<file path="config.mk">
export PLATFORM = sky130hd
export DESIGN_NAME = multicycle_ctrl
export DESIGN_NICKNAME = d
export VERILOG_FILES = /design/src/rtl/multicycle_ctrl.sv
export SDC_FILE = /design/constraint.sdc
export NUM_CORES = 1
export LEC_CHECK = 0
export BUFFER_PORTS_ARGS = -buffer_cell sky130_fd_sc_hd__buf_4
export CAP_MARGIN = 10
export CORE_UTILIZATION = 45
export CTS_BUF_LIST = sky130_fd_sc_hd__clkbuf_8
export DETAILED_ROUTE_END_ITERATION = 10
export PLACE_DENSITY = 0.8
export SLEW_MARGIN = 20
export SYNTH_ARGS = -nofsm -noshare
export SYNTH_HDL_FRONTEND = slang
export SYNTH_SLANG_ARGS = --single-unit
</file>
<file path="constraint.sdc">
create_clock -name clk -period 1.92 [get_ports clk]
set_clock_uncertainty 0.1 [all_clocks]
set_input_delay 0.192 -clock clk [delete_from_list [all_inputs] [get_ports clk]]
set_output_delay 0.192 -clock clk [all_outputs]
set_load 0.05 [all_outputs]
</file>
<file path="src/rtl/multicycle_ctrl.sv">
// ---------------------------------------------------------------------------
// multicycle_ctrl
// Control unit for a small multicycle MIPS-like core.
// It sequences IDLE -> FETCH -> DECODE -> EXEC -> [MEM] -> [WB] for the
// instructions add, sub, and, or, xor, slt, addi, andi, ori, lw, sw, beq,
// bne and j. It stops in HALT after N_INSTR retired instructions, or at once
// (with err) on an undecodable instruction.
//
// Ports
//   clk        : clock, rising edge
//   rst_n      : asynchronous active-low reset
//   start      : begin a run (only looked at in IDLE / HALT)
//   instr      : instruction word from instruction memory
//   zero       : ALU zero flag, used by beq / bne in EXEC
//   pc_clr     : clear PC (cycle that start is accepted)
//   pc_we      : PC write enable
//   pc_src     : PC source (00 pc+1, 01 branch, 10 jump)
//   ir_we      : instruction register write enable
//   reg_we     : register file write enable
//   reg_dst    : destination register select (0 rt, 1 rd)
//   mem_to_reg : write-back source (1 = memory data)
//   mem_re     : data memory read strobe
//   mem_we     : data memory write strobe
//   ext_sel    : immediate extension (0 sign, 1 zero)
//   alu_src_b  : ALU operand B (0 register, 1 immediate)
//   alu_op     : ALU operation (add 000, sub 001, and 010, or 011, xor 100, slt 101)
//   busy       : high in FETCH..WB
//   done       : high in HALT
//   err        : illegal instruction seen (held in HALT)
//   state      : current state encoding
// ---------------------------------------------------------------------------
module multicycle_ctrl #(
    parameter int unsigned N_INSTR = 28
) (
    input  logic        clk,
    input  logic        rst_n,
    input  logic        start,
    input  logic [31:0] instr,
    input  logic        zero,
    output logic        pc_clr,
    output logic        pc_we,
    output logic        ir_we,
    output logic        reg_we,
    output logic        reg_dst,
    output logic        mem_to_reg,
    output logic        mem_re,
    output logic        mem_we,
    output logic        ext_sel,
    output logic        alu_src_b,
    output logic        busy,
    output logic        done,
    output logic        err,
    output logic [1:0]  pc_src,
    output logic [2:0]  alu_op,
    output logic [2:0]  state
);

    typedef enum logic [2:0] {
        S_IDLE   = 3'd0,
        S_FETCH  = 3'd1,
        S_DECODE = 3'd2,
        S_EXEC   = 3'd3,
        S_MEM    = 3'd4,
        S_WB     = 3'd5,
        S_HALT   = 3'd6
    } state_t;

    typedef enum logic [2:0] {
        CL_R    = 3'd0,
        CL_IALU = 3'd1,
        CL_LW   = 3'd2,
        CL_SW   = 3'd3,
        CL_BEQ  = 3'd4,
        CL_BNE  = 3'd5,
        CL_J    = 3'd6,
        CL_ILL  = 3'd7
    } class_t;

    localparam logic [4:0] LAST_CNT = 5'(N_INSTR);

    state_t     state_q, state_d;
    logic [4:0] cnt_q, cnt_d;
    logic [5:0] op_q;
    logic [5:0] funct_q;
    logic       err_q, err_d;

    class_t     dec_class;
    logic [2:0] dec_alu_op;
    logic       dec_ext;
    logic [4:0] cnt_inc;
    logic       retire;

    // Only opcode and funct drive control; the register and immediate
    // fields go straight to the datapath.
    logic unused_instr;
    assign unused_instr = ^instr[25:6];

    // -----------------------------------------------------------------------
    // State, retire counter, latched opcode/funct and error flag
    // -----------------------------------------------------------------------
    always_ff @(posedge clk or negedge rst_n) begin
        if (!rst_n) begin
            state_q <= S_IDLE;
            cnt_q   <= '0;
            op_q    <= '0;
            funct_q <= '0;
            err_q   <= 1'b0;
        end else begin
            state_q <= state_d;
            cnt_q   <= cnt_d;
            err_q   <= err_d;
            // Capture decode fields together with the IR so decode never
            // depends on instr changing after FETCH.
            if (ir_we) begin
                op_q    <= instr[31:26];
                funct_q <= instr[5:0];
            end
        end
    end

    // -----------------------------------------------------------------------
    // Instruction decode from the latched fields
    // -----------------------------------------------------------------------
    always_comb begin
        dec_class  = CL_ILL;
        dec_alu_op = 3'b000;
        dec_ext    = 1'b0;
        case (op_q)
            6'b000000: begin
                case (funct_q)
                    6'b100000: begin dec_class = CL_R; dec_alu_op = 3'b000; end
                    6'b100010: begin dec_class = CL_R; dec_alu_op = 3'b001; end
                    6'b100100: begin dec_class = CL_R; dec_alu_op = 3'b010; end
                    6'b100101: begin dec_class = CL_R; dec_alu_op = 3'b011; end
                    6'b100110: begin dec_class = CL_R; dec_alu_op = 3'b100; end
                    6'b101010: begin dec_class = CL_R; dec_alu_op = 3'b101; end
                    default:   dec_class = CL_ILL;
                endcase
            end
            6'b001000: begin dec_class = CL_IALU; dec_alu_op = 3'b000; end
            6'b001100: begin dec_class = CL_IALU; dec_alu_op = 3'b010; dec_ext = 1'b1; end
            6'b001101: begin dec_class = CL_IALU; dec_alu_op = 3'b011; dec_ext = 1'b1; end
            6'b100011: begin dec_class = CL_LW;   dec_alu_op = 3'b000; end
            6'b101011: begin dec_class = CL_SW;   dec_alu_op = 3'b000; end
            6'b000100: begin dec_class = CL_BEQ;  dec_alu_op = 3'b001; end
            6'b000101: begin dec_class = CL_BNE;  dec_alu_op = 3'b001; end
            6'b000010: begin dec_class = CL_J;    dec_alu_op = 3'b000; end
            default:   dec_class = CL_ILL;
        endcase
    end

    assign cnt_inc = cnt_q + 5'd1;

    // -----------------------------------------------------------------------
    // Next state and control outputs
    // -----------------------------------------------------------------------
    always_comb begin
        state_d    = state_q;
        cnt_d      = cnt_q;
        err_d      = err_q;
        retire     = 1'b0;
        pc_clr     = 1'b0;
        pc_we      = 1'b0;
        ir_we      = 1'b0;
        reg_we     = 1'b0;
        reg_dst    = 1'b0;
        mem_to_reg = 1'b0;
        mem_re     = 1'b0;
        mem_we     = 1'b0;
        ext_sel    = 1'b0;
        alu_src_b  = 1'b0;
        pc_src     = 2'b00;
        alu_op     = 3'b000;

        case (state_q)
            S_IDLE, S_HALT: begin
                // rst_n gating keeps pc_clr low while reset is held even
                // if start is already high.
                if (start && rst_n) begin
                    pc_clr  = 1'b1;
                    cnt_d   = '0;
                    err_d   = 1'b0;
                    state_d = S_FETCH;
                end
            end
            S_FETCH: begin
                ir_we   = 1'b1;
                pc_we   = 1'b1;
                state_d = S_DECODE;
            end
            S_DECODE: begin
                if (dec_class == CL_ILL) begin
                    err_d   = 1'b1;
                    state_d = S_HALT;
                end else begin
                    state_d = S_EXEC;
                end
            end
            S_EXEC: begin
                alu_op    = dec_alu_op;
                ext_sel   = dec_ext;
                alu_src_b = (dec_class == CL_IALU) || (dec_class == CL_LW) ||
                            (dec_class == CL_SW);
                case (dec_class)
                    CL_R, CL_IALU: state_d = S_WB;
                    CL_LW, CL_SW:  state_d = S_MEM;
                    CL_BEQ: begin
                        retire = 1'b1;
                        if (zero) begin
                            pc_we  = 1'b1;
                            pc_src = 2'b01;
                        end
                    end
                    CL_BNE: begin
                        retire = 1'b1;
                        if (!zero) begin
                            pc_we  = 1'b1;
                            pc_src = 2'b01;
                        end
                    end
                    CL_J: begin
                        retire = 1'b1;
                        pc_we  = 1'b1;
                        pc_src = 2'b10;
                    end
                    default: state_d = S_IDLE;
                endcase
            end
            S_MEM: begin
                if (dec_class == CL_LW) begin
                    mem_re  = 1'b1;
                    state_d = S_WB;
                end else begin
                    mem_we = 1'b1;
                    retire = 1'b1;
                end
            end
            S_WB: begin
                reg_we     = 1'b1;
                reg_dst    = (dec_class == CL_R);
                mem_to_reg = (dec_class == CL_LW);
                retire     = 1'b1;
            end
            default: state_d = S_IDLE;
        endcase

        // Every retire cycle shares the same exit: next FETCH, or HALT once
        // the run length is reached.
        if (retire) begin
            cnt_d   = cnt_inc;
            state_d = (cnt_inc == LAST_CNT) ? S_HALT : S_FETCH;
        end
    end

    assign state = state_q;
    assign busy  = (state_q == S_FETCH) || (state_q == S_DECODE) ||
                   (state_q == S_EXEC)  || (state_q == S_MEM)    ||
                   (state_q == S_WB);
    assign done  = (state_q == S_HALT);
    assign err   = err_q;

endmodule

</file>
==> out/summary.txt, run 1 <==
final max-slew violation count: 0
flops & latches, synth: 21
CTS sink cnt: 21
DRC: 0
EDFF count, synth: 0
Clk pwr share: 0.050
most frequent cells in the layout: buf_4 (80), buf_6 (19), dfrtp_1 (13)
f_max: 387 MHz
maximum VDD drop: 0.00140 V
status: complete, but fails checks
Mapped Nets: 195
Tmin final: 2580 ps
die extent in y: 58.9 um
grt peak-use layer: met2
CP max FO: 8
register share of total power: 0.179
Final ANT Viol Nets: 0
PD cells: 2030 nW/um^2
Setup TNS: -8670 ps
sequential share of the synthesized area: 0.360
Final Hold Slack: 35.9 ps
met1 usage: 0.426
Max-cap violations: 0
mux share of post-synthesis cell area: 0.0849
Synth Instances: 158
Post-DP HPWL: 3.29 mm
initial antenna violation count: 0
first-pass GRT wire length: 8.96 mm
Leak: 1.25 nW
CP required: 1630 ps
most common cell after layout, fill and taps aside: buf_4
Synth Area in Compound Gates: 0.198
wire per inst: 25.2 um
Int Pwr: 2.88 mW
adder-cell share of the synthesized area: 0.00858
Worst-Margin Slew: 541 ps
worst endpoint data arrival time: 2290 ps
worst hold path type: in -> reg
TritonCTS clock tree: built
Post-Place Setup Slack: -325 ps
clock latency on the worst-skew pair: 260 ps
fraction of registers with async set/reset: 1.00
XOR/XNOR Fraction of Synth Area: 0.0360
Initial Util: 0.478
total core area: 3050 sq um
final wirelength: 7.64 mm
vias per inst: 6.51
total global-route track usage: 0.359
Ant. Diodes: 0
Area Growth Syn to Fin: 97.5%
Combinational Power Share: 0.771
number of port buffers: 36
simple-gate share of the synthesized area: 0.268
Vias: 1973
YS warnings: 0
synthesized cell area: 1460 sq um
CP startpoint kind: register
clock root buffer master: clkbuf_8
CTS Buf Count: 3
grt met2 use: 0.630
Post-Place Cells: 266
First DRT Iteration DRCs: 193
largest net degree at the start of global routing: 24
CP Capture Type: primary output
Post-synth top flop: dfrtp_1
# setup viols final: 21
NetSw: 2.98 mW
part of the cycle the worst path needs: 1.34
Sw Share: 0.508
CP Class: reg -> out
RSZ-0062 raised after global routing: yes
largest family of logic cells by synthesized area: simple AND/OR/NAND/NOR gates
Reg clk slew, reported paths: 80 ps
Nets: 297
vias in the first global route: 1836
fraction of final layout cells sized beyond drive strength 1: 0.718
Hold Vio Cnt, Final: 0
io pins: 57
met3 usage: 0.0637
chip width: 58.9 um
Rows: 20
H-tree Lvls: 1
mean post-synth cell area: 9.23 sq um
DR pass1 iterations: 6
post-synth cell types: 52
Clock Path Buffers: 2
final worst setup slack: -662 ps
Slew HR: 0.636
global route total overflow: 0
overall die area: 3470 sq um
post-layout power: 5.86 mW
routability cong.: 0.924
failing checks: negative setup slack
post-route non-filler standard cell count: 303
## final timing paths
path                                             start                     end  slack [ps]  cells after the start
worst max-delay path               op_q[2]$_DFFE_PN0P_                   pc_we        -660                      7
worst min-delay path                         instr[31]     op_q[5]$_DFFE_PN0P_          40                      3
worst max register to register     op_q[2]$_DFFE_PN0P_    state[0]$_DFFE_PN0P_        -470                      8
worst min register to register  funct_q[5]$_DFFE_PN0P_  funct_q[5]$_DFFE_PN0P_         420                      1
max in group asynchronous                        rst_n  funct_q[3]$_DFFE_PN0P_        1180                      2
min in group asynchronous                        rst_n    state[0]$_DFFE_PN0P_         270                      2
## registers in the layout, indices dropped and copies added, names as in the netlist
name	cells
state	3
err	1
op_q	6
cnt_q	5
funct_q	6
## per-layer routing
layer  share of wire  wire [um]
met5               0          0
met4           0.069        524
met3            0.11        803
met2            0.47       3600
met1            0.35       2710
## critical path: stages, from the launching register on
cell     delay, ps
dfrtp_2        540
buf_4          210
o21ai_0        110
o21ai_1        310
o32ai_4        180
nor4b_4        170
or3_4          350
buf_8          160
## synthesized netlist by cell type, types with 4 or more instances
cell type   n  area (sq um)
nor3_1      9          45.0
mux2_2     11           124
nand2b_1    5          31.3
dfrtp_1    21           526
nor2b_1     5          31.3
inv_1       5          18.8
buf_2       7          35.0
nand2_1    10          37.5
xnor2_1     6          52.6
nor2_1      9          33.8
a21oi_1     8          40.0
and3_1      4          25.0
o21ai_0     7          35.0
nor3b_1     5          37.5
## logic make-up (layout without fill, tap and decap cells)
group,count (synthesis),count (layout)
simple gates,67,67
compound gates,38,38
flops,21,21
buf+inv,14,115
mux,11,11
xor+xnor,6,6
fa+ha+maj,1,1
## per-stage QoR
stage | utilization | area, sq um
4_1_cts | 0.857 | 2620
6_report | 0.944 | 2880
2_1_floorplan | - | 1720
5_1_grt | 0.944 | 2880
3_3_place_gp | 0.733 | 2240
3_5_place_dp | 0.733 | 2240
## layout make-up
| type | instances | area (sq um) |
|---|---|---|
| clock buffer | 3 | 41.3 |
| clock inverter | 1 | 3.75 |
| fill | 88 | 171 |
| inverter | 5 | 18.8 |
| multi-input combinational | 123 | 1310 |
| sequential | 21 | 536 |
| tap | 44 | 55.1 |
| timing repair buffer | 106 | 920 |
## power by group through the flow
stage               Combinational [mW]  Sequential [mW]  Clock (mW)
global route                      4.64             1.04       0.323
detailed placement                2.95            0.945           0
floorplan                         2.01            0.978           0
global placement                  2.84            0.923           0
CTS                               3.60            0.924       0.286
finish                            4.52             1.05       0.295
## timing repair
item,4_1_cts,5_1_grt
hold endpoints to repair,21,0
setup buffers,17,17
hold buffers,1,0
pin swaps,16,12
resized for setup,49,28
setup endpoints to repair,21,24
Note: power is estimated with default switching activity, not from simulation.
==> run 2, diff against run 1 <==
--- a/config.mk
+++ b/config.mk
@@ -5,12 +5,13 @@
 export SDC_FILE = /design/constraint.sdc
 export NUM_CORES = 1
 export LEC_CHECK = 0
+export ABC_AREA = 1
 export BUFFER_PORTS_ARGS = -buffer_cell sky130_fd_sc_hd__buf_4
 export CAP_MARGIN = 10
-export CORE_UTILIZATION = 45
+export CORE_UTILIZATION = 44
 export CTS_BUF_LIST = sky130_fd_sc_hd__clkbuf_8
 export DETAILED_ROUTE_END_ITERATION = 10
-export PLACE_DENSITY = 0.8
+export PLACE_DENSITY = 0.79
 export SLEW_MARGIN = 20
 export SYNTH_ARGS = -nofsm -noshare
 export SYNTH_HDL_FRONTEND = slang
==> run 2 against run 1 <==
The flow finishes with violations (design-rule violations, negative setup slack). Synthesized cell count up 21%. Register-to-register slack better by 530 ps. Synthesized area down 7.4%. Worst hold slack better by 5.1 ps. Flip-flop and latch count unchanged. Setup slack better by 500 ps. Count of clock-buffer cells in the layout unchanged. Cell area down 26%. Core utilization down 19 points. Die area down 5.1%.
==> out/summary.txt, run 2 <==
routability cong.: 0.820 (-11%)
io pins: 57 (unchanged)
initial antenna violation count: 0 (unchanged)
most frequent cells in the layout: buf_4 (46), nand2_1 (36), inv_1 (27)
CTS sink cnt: 21 (unchanged)
CP startpoint kind: register
Hold Vio Cnt, Final: 0 (unchanged)
final wirelength: 3.65 mm (-52%)
total global-route track usage: 0.237 (-0.122)
most frequent cells after synthesis: nand2_1 (39), inv_1 (32), nor2_1 (24)
Vias: 1501 (-24%)
failing checks: design-rule violations, negative setup slack
Post-Place Setup Slack: -106 ps (+219 ps)
Final ANT Viol Nets: 0 (unchanged)
Ant. Diodes: 0 (unchanged)
EDFF count, synth: 0 (unchanged)
most frequent cell after synthesis: nand2_1
DRC: 2 (+2)
Mapped Nets: 228 (+17%)
clock latency on the worst-skew pair: 250 ps (about the same)
CP Class: reg -> out
CP Capture Type: primary output
DR pass1 iterations: 7 (+1)
worst hold path type: in -> reg
Worst-Margin Slew: 280 ps (-260 ps)
maximum VDD drop: 0.000906 V (-35%)
global route total overflow: 0 (unchanged)
synthesized cell area: 1350 sq um (-7.4%)
Post-Place Cells: 272 (+2.3%)
Leak: 1.01 nW (-20%)
final worst setup slack: -160 ps (+502 ps)
Nets: 292 (-1.7%)
Tmin final: 2080 ps (-502 ps)
status: complete, but fails checks
fraction of final layout cells sized beyond drive strength 1: 0.465 (-0.254)
First DRT Iteration DRCs: 61 (-68%)
Slew HR: 0.810 (+0.174)
# setup viols final: 3 (-86%)
clock root buffer master: clkbuf_8
Post-DP HPWL: 2.58 mm (-21%)
Area Growth Syn to Fin: 58.2%
CP required: 1630 ps (about the same)
part of the cycle the worst path needs: 1.08 (-0.261)
YS warnings: 0 (unchanged)
Clock Path Buffers: 2 (unchanged)
Synth Instances: 191 (+21%)
Max-cap violations: 0 (unchanged)
first-pass GRT wire length: 5.99 mm (-33%)
flops & latches, synth: 21 (unchanged)
Largest regs: funct_q x6, op_q x6, cnt_q x5
vias in the first global route: 1376 (-25%)
chip width: 57.4 um (-2.6%)
Reg clk slew, reported paths: 70 ps (about the same)
CTS Buf Count: 3 (unchanged)
top cell type's share of synthesized area: 0.389 (+0.0287)
post-route non-filler standard cell count: 285 (-5.9%)
mean post-synth cell area: 7.07 sq um (-23%)
CP max FO: 5 (-3)
area leader, netlist: dfrtp_1
sequential share of the synthesized area: 0.389 (+0.0287)
Initial Util: 0.478 (about the same)
total core area: 2830 sq um (-7.3%)
largest net degree at the start of global routing: 25 (+4.2%)
TritonCTS clock tree: built
wire per inst: 12.8 um (-49%)
overall die area: 3300 sq um (-5.1%)
fraction of registers with async set/reset: 1.00 (unchanged)
vias per inst: 5.27 (-19%)
PD cells: 1730 nW/um^2 (-15%)
RSZ-0062 raised after global routing: yes
Post-synth top flop: dfrtp_1
worst endpoint data arrival time: 1790 ps (-500 ps)
f_max: 481 MHz (+24%)
number of port buffers: 36 (unchanged)
synth top area cells: dfrtp_1 (39%), nand2_1 (11%), inv_1 (8.9%)
H-tree Lvls: 1 (unchanged)
Rows: 19 (-5.0%)
most common cell after layout, fill and taps aside: buf_4
die extent in y: 57.4 um (-2.6%)
post-synth cell types: 29 (-44%)
final max-slew violation count: 0 (unchanged)
-- run 2: changes by cell type in the layout (fill, tap and decap cells not counted), sizes merged, moves of 6 or more --
cell | previous run | this run
buf | 105 | 59
inv | 6 | 36
mux2 | 11 | 0
nand2 | 10 | 39
nand3 | 2 | 19
nor2 | 9 | 29
nor3 | 10 | 4
o21ai | 8 | 18
-- run 2: timing repair --
| action | CTS | global route |
|---|---|---|
| resized for setup | 35 | 16 |
| setup buffers | 5 | 2 |
| hold buffers | 1 | 0 |
| hold endpoints to repair | 21 | 0 |
| setup endpoints to repair | 4 | 16 |
| gates cloned | 1 | 0 |
| pin swaps | 11 | 3 |
-- run 2: cells by family after synthesis --
family	Yosys count	share of synthesized area
simple gates	100	0.349
buf+inv	37	0.105
compound gates	29	0.129
xor+xnor	3	0.0194
fa+ha+maj	1	0.00926
flops	21	0.389
-- run 2: per-stage QoR --
step	utilization	instance area (sq um)	hold WS, ps	setup TNS [ps]	total power, mW
global placement	0.659	1860	-7.46	-68.0	2.90
global route	0.756	2140	43.4	-678	3.96
finish	0.756	2140	41.0	-355	3.70
detailed placement	0.659	1860	-6.52	-107	2.97
floorplan	-	1440	-204	-584	2.32
CTS	0.733	2070	36.1	-251	3.55
-- run 2: worst paths after layout --
check,slack [ps],startpoint,end,depth (start not counted)
worst min register to register,410,cnt_q[0]$_DFFE_PN0P_,cnt_q[0]$_DFFE_PN0P_,1
worst min-delay path,40,instr[30],op_q[4]$_DFFE_PN0P_,3
worst max-delay path,-160,op_q[4]$_DFFE_PN0P_,reg_dst,7
max in group asynchronous,1220,rst_n,op_q[5]$_DFFE_PN0P_,2
worst max register to register,60,op_q[4]$_DFFE_PN0P_,state[2]$_DFFE_PN0P_,12
min in group asynchronous,250,rst_n,cnt_q[0]$_DFFE_PN0P_,2
-- run 2: area by class of cell --
class	instances	area, sq um
repair buffers	60	505
well taps	31	38.8
flip-flops and latches	21	534
clock buffers	3	41.3
multi-input cells	134	871
fillers	199	691
inverters	35	144
clock inverters	1	3.75
-- run 2: layer usage --
layer / share of wire / up-vias / global-route usage
met5: 0 / - / 0
met4: 0.024 / 0 / 0.105
met3: 0.055 / 10 / 0.0227
met2: 0.50 / 56 / 0.407
met1: 0.42 / 687 / 0.302
li1: - / 748 / -
-- run 2: report_power, final --
group	total (mW)	switching [mW]	internal [mW]	leakage [nW]
combinational	2.51	1.57	0.942	0.728
sequential	0.913	0.244	0.669	0.253
clock	0.273	0.131	0.142	0.0269
-- run 2: worst max-delay path, cell delays in order, from the launching register on --
cell     delay, ps
dfrtp_2        440
nor2_4         210
nand3_2        140
nand3_2        140
and2_4         190
nand2_4         50
nor4_4         160
buf_6          200
